[src/rtl/branch_resolver.sv]
// Branch resolver: in-order prediction queue compared against execute outcomes,
// producing registered flush/redirect and BHT update. Optional stats: `BR_STATS_EN.
module branch_resolver #(
    parameter int PC_W  = 32,
    parameter int DEPTH = 4,
    parameter int PTR_W = 2
) (
    input  logic            clk,
    input  logic            rst,
    input  logic            pred_valid,
    input  logic [PC_W-1:0] pred_pc,
    input  logic            pred_taken,
    input  logic [PC_W-1:0] pred_target,
    output logic            pred_ready,
    input  logic            res_valid,
    input  logic            res_taken,
    input  logic [PC_W-1:0] res_target,
    output logic            flush,
    output logic [PC_W-1:0] redirect_pc,
    output logic            upd_valid,
    output logic [PC_W-1:0] upd_pc,
    output logic            upd_taken,
    output logic [PC_W-1:0] upd_target,
    output logic            res_err
`ifdef BR_STATS_EN
    ,
    output logic [31:0]     stat_resolved,
    output logic [31:0]     stat_mispred
`endif
);

    localparam logic [PTR_W:0]   FULL_CNT = (PTR_W+1)'(DEPTH);
    localparam logic [PTR_W:0]   CNT_ONE  = (PTR_W+1)'(1);
    localparam logic [PTR_W-1:0] PTR_ONE  = PTR_W'(1);
    localparam logic [PC_W-1:0]  PC_STEP  = PC_W'(4);

    logic [PC_W-1:0]  r_pcMem  [DEPTH];
    logic [PC_W-1:0]  r_tgtMem [DEPTH];
    logic             r_tknMem [DEPTH];
    logic [PTR_W-1:0] r_headPtr;
    logic [PTR_W-1:0] r_tailPtr;
    logic [PTR_W:0]   r_count;

    logic             w_push;
    logic             w_pop;
    logic             w_resErr;
    logic [PC_W-1:0]  w_headPc;
    logic [PC_W-1:0]  w_headTgt;
    logic             w_headTkn;
    logic [PC_W-1:0]  w_pc4;
    logic [PC_W-1:0]  w_expPc;
    logic [PC_W-1:0]  w_actPc;
    logic             w_mis;

    // A flush cycle discards everything, so both push and pop are gated by it.
    assign pred_ready = (r_count != FULL_CNT);
    assign w_push     = pred_valid & pred_ready & ~flush;
    assign w_pop      = res_valid & (r_count != '0) & ~flush;
    assign w_resErr   = res_valid & (r_count == '0) & ~flush;

    assign w_headPc   = r_pcMem[r_headPtr];
    assign w_headTgt  = r_tgtMem[r_headPtr];
    assign w_headTkn  = r_tknMem[r_headPtr];
    assign w_pc4      = w_headPc + PC_STEP;
    assign w_expPc    = w_headTkn ? w_headTgt : w_pc4;
    assign w_actPc    = res_taken ? res_target : w_pc4;
    assign w_mis      = (w_expPc != w_actPc);

    always_ff @(posedge clk) begin
        if (w_push) begin
            r_pcMem[r_tailPtr]  <= pred_pc;
            r_tgtMem[r_tailPtr] <= pred_target;
            r_tknMem[r_tailPtr] <= pred_taken;
        end
    end

    always_ff @(posedge clk) begin
        if (rst || flush) begin
            r_headPtr <= '0;
            r_tailPtr <= '0;
            r_count   <= '0;
        end else begin
            if (w_push) begin
                r_tailPtr <= r_tailPtr + PTR_ONE;
            end
            if (w_pop) begin
                r_headPtr <= r_headPtr + PTR_ONE;
            end
            case ({w_push, w_pop})
                2'b10:   r_count <= r_count + CNT_ONE;
                2'b01:   r_count <= r_count - CNT_ONE;
                default: r_count <= r_count;
            endcase
        end
    end

    // Result registers hold their last value between pops; only the strobes fall.
    always_ff @(posedge clk) begin
        if (rst) begin
            flush       <= 1'b0;
            redirect_pc <= '0;
            upd_valid   <= 1'b0;
            upd_pc      <= '0;
            upd_taken   <= 1'b0;
            upd_target  <= '0;
            res_err     <= 1'b0;
        end else begin
            flush     <= w_pop & w_mis;
            upd_valid <= w_pop;
            if (w_pop) begin
                redirect_pc <= w_actPc;
                upd_pc      <= w_headPc;
                upd_taken   <= res_taken;
                upd_target  <= res_target;
            end
            if (w_resErr) begin
                res_err <= 1'b1;
            end
        end
    end

`ifdef BR_STATS_EN
    // Counters observe the registered strobes, so they lag the pop by one cycle.
    always_ff @(posedge clk) begin
        if (rst) begin
            stat_resolved <= '0;
            stat_mispred  <= '0;
        end else begin
            if (upd_valid && (stat_resolved != 32'hFFFF_FFFF)) begin
                stat_resolved <= stat_resolved + 32'd1;
            end
            if (flush && (stat_mispred != 32'hFFFF_FFFF)) begin
                stat_mispred <= stat_mispred + 32'd1;
            end
        end
    end
`endif

endmodule

[config.mk]
export PLATFORM = sky130hd
export DESIGN_NAME = branch_resolver
export DESIGN_NICKNAME = d
export VERILOG_FILES = /design/src/rtl/branch_resolver.sv
export SDC_FILE = /design/constraint.sdc
export NUM_CORES = 1
export LEC_CHECK = 0
export CAP_MARGIN = 20
export CELL_PAD_IN_SITES_DETAIL_PLACEMENT = 0
export CELL_PAD_IN_SITES_GLOBAL_PLACEMENT = 1
export CORE_AREA = 2 2 170 239
export DETAILED_ROUTE_END_ITERATION = 8
export DIE_AREA = 0 0 172 241
export DONT_BUFFER_PORTS = 1
export GPL_ROUTABILITY_DRIVEN = 0
export GPL_TIMING_DRIVEN = 0
export PLACE_DENSITY = 0.65
export SETUP_SLACK_MARGIN = 0.5
export SYNTH_ARGS = -nofsm -noshare
export SYNTH_HDL_FRONTEND = slang
export SYNTH_SLANG_ARGS = --single-unit
[constraint.sdc]
create_clock -name clk -period 4.3 [get_ports clk]
set_clock_uncertainty 0.1 [all_clocks]
set_input_delay 0.645 -clock clk [delete_from_list [all_inputs] [get_ports clk]]
set_output_delay 0.645 -clock clk [all_outputs]
set_load 0.02 [all_outputs]
==> results.yml, run 1 <==
placed_design:
  port_buffers: 0
  hpwl_um: 34900
  dp_slack_ns: -0.444
  placed_cell_area_mm2: 0.0171
timing:
  setup_viol: 0
  final-hold-violation-count: 0
  period_share_pct: 90.0
  drv_slew: 0
  rsz0062_at_grt: "true"
  fmax_mhz: 259
  period_minus_slack_ns: 3.87
  worstMarginPinSlew_ns: 0.868
  setup_slack_ns: 0.432
  relSlewSlack_pct: 42.1
grt:
  grt_max_degree: 56
  grt_overflow: 0
  grtUsageTotal_pct: 22.9
  grt_pass1_vias: 10527
  grt_pass1_wl_um: 68200
  grt_antenna_before_repair: 0
pwr:
  power.leakage_nw: 6.26
  power-per-cell-area_mw_per_mm2: 673
  peakVddDrop_mv: 0.309
critical_path:
  path_class: "reg -> reg"
  endpoint_kind: "flop"
  cp_max_fo: 6
  worstPathRequired_ns: 4.56
  start_kind: "flop"
  crit_arrival_ns: 4.13
logic_synthesis:
  syn_area_mm2: 0.0163
  synthArstFlopShare_pct: 0
  syn-num-nets: 1326
  synthCells: 1217
  synth_seq_area_share_pct: 61.2
  synthFlopType: "edfxtp_1"
  syn_area_per_cell_um2: 13.4
  yosysWarnings: 0
  post_synth_num_cell_types: 83
  yosys_register_bits: 369
  synth-edff-count: 260
drt:
  dr.first_iter.drc_count: 740
  drt-total-wl_um: 47900
  via_per_inst: 5.58
  post_drt_wl_per_cell_um: 25.7
  drc: 0
  dr.pass1.iters: 5
  via_count: 10420
  drtAntennaViolNets: 0
clock_network:
  cts_root_buf: "clkbuf_16"
  clock_path_buffers: 3
  h-tree-depth: 2
  cts_tree: "done"
  insertion_delay_ns: 0.55
  cts_made_buffers: 37
  path_clk_slew_ns: 0.06
  cts.sinks: 369
min_path:
  min_from: "pred_pc[28]"
  min_path_type: "in -> reg"
cells_and_area:
  stdcell_area_mm2: 0.0191
  layout.nets: 1418
  seq_area_mm2: 0.00999
  synthToLayoutAreaGrowth_pct: 17.3
  drive_gt1_share_pct: 20.3
  fillers: 3521
  antenna_cells: 0
  multi_input_area_mm2: 0.00618
floorplanning:
  die_w_um: 172
  io_pins: 203
  coreArea_mm2: 0.0392
  fp.dieArea_mm2: 0.0415
  rows: 86
  fp.dieH_um: 241
  start_util_pct: 41.7
run:
  maxCapViolCount: 0
outcome:
  outcome: "complete, no violations"
## metrics by stage
| step | setup TNS, ns | util [%] | std cells | hold slack, ns | power [mW] |
|---|---|---|---|---|---|
| floorplan | 0 | - | 1217 | 0.369 | 7.87 |
| global placement | -61.82 | 43.4 | 1745 | 0.393 | 9.19 |
| detailed placement | -0.444 | 43.7 | 1749 | 0.406 | 9.23 |
| CTS | 0 | 48.1 | 1841 | 0.0692 | 12.8 |
| global route | 0 | 48.9 | 1866 | 0.0701 | 13.4 |
| finish | 0 | 48.9 | 1866 | 0.0912 | 12.9 |
## timing repair
item	in CTS	in global routing
pin swaps	20	10
gates cloned	2	0
gates resized for setup	73	29
endpoints found under the setup margin	2	1
hold buffers	0	0
buffers inserted	22	25
## final cells by class
cell class	instances	share of cell area [%]
clock buffer	47	5.09
multi-input combinational	757	32.3
timing repair buffer	53	2.82
tap	528	3.45
sequential	369	52.2
clock inverter	21	1.11
inverter	19	0.373
buffer	72	2.64
## layout by cell type (no fill, tap or decap), types with 10 or more instances in the layout
cell type / instances
nand3_1: 11
dfxtp_1: 108
clkbuf_16: 37
mux2i_1: 14
inv_1: 17
o21ai_0: 16
nor2_1: 31
nand2_1: 214
edfxtp_1: 260
o211ai_1: 16
nor3_1: 18
nand2b_1: 10
xnor2_1: 53
a21oi_1: 102
xnor3_1: 10
buf_4: 52
clkbuf_1: 47
xor2_1: 34
mux4_2: 65
## worst paths after layout
check / end / slack (ns) / cells after the start
worst max-delay path: flush$_SDFF_PP0_ / 0.43 / 12
worst min register to register: r_count[2]$_SDFFE_PP0P_ / 0.41 / 2
worst max register to register: flush$_SDFF_PP0_ / 0.43 / 12
worst min-delay path: r_pcMem[2][28]$_DFFE_PP_ / 0.09 / 0
## worst max-delay path, stage by stage (launching register included)
cell	delay [ns]
dfxtp_4	0.37
buf_12	0.14
mux4_2	0.45
nand4_4	0.16
or4_4	0.57
buf_8	0.15
buf_8	0.12
o31a_1	0.34
o31ai_4	0.29
xor2_1	0.22
o2111ai_1	0.16
nor4_2	0.38
a311oi_2	0.24
## routing by layer
metal	GRT usage (%)	up-vias	part of all wire, %
li1	-	4722	-
met1	26.6	5244	38
met2	40.4	358	50
met3	5.53	96	7.2
met4	9.80	0	4.4
met5	0	-	0
## where the power goes
part,switching (mW),leakage [nW],internal [mW],total (mW)
clock,1.35,0.579,1.81,3.15
sequential,0.569,3.27,4.42,4.99
combinational,2.77,2.41,1.97,4.74
## cell usage after synthesis (9+ instances only)
cell type / count / area share [%]
nand2_1: 217 / 5.0
edfxtp_1: 260 / 48
xnor2_1: 56 / 3.0
dfxtp_1: 109 / 13
o211ai_1: 16 / 0.74
buf_6: 9 / 0.62
nand2b_1: 10 / 0.38
nand3_1: 12 / 0.37
a21oi_1: 102 / 3.1
clkbuf_1: 41 / 0.94
inv_1: 17 / 0.39
xnor3_1: 10 / 1.4
xor2_1: 36 / 1.9
nor3_1: 19 / 0.58
mux4_2: 65 / 9.0
nor4_1: 11 / 0.42
nor2_1: 32 / 0.74
o21ai_0: 20 / 0.61
mux2i_1: 15 / 0.92
## cell families (layout without fill, tap and decap cells)
logic type	count (synthesis)	count (layout)	share of synthesized area, %
xor+xnor	106	106	6.90
simple gates	365	365	10.8
mux	84	84	10.2
compound gates	195	195	7.44
fa+ha+maj	7	7	0.583
buf+inv	91	212	2.88
flops	369	369	61.2
## sequential cells by signal, indices dropped and copies added, names as in the netlist, 2 cells and up, named ones only
signal       count
r_tailPtr        2
r_tknMem         4
upd_pc          32
r_tgtMem       128
redirect_pc     32
upd_target      32
r_headPtr        2
r_pcMem        128
r_count          3
No activity file was read; power rests on OpenSTA's default activity.
==> run 2: changes to the inputs <==
Settings changed: SKIP_LAST_GASP from default to 1.
==> results of run 2 <==
No change in the layout: final DEF, timing and power equal those of run 1.
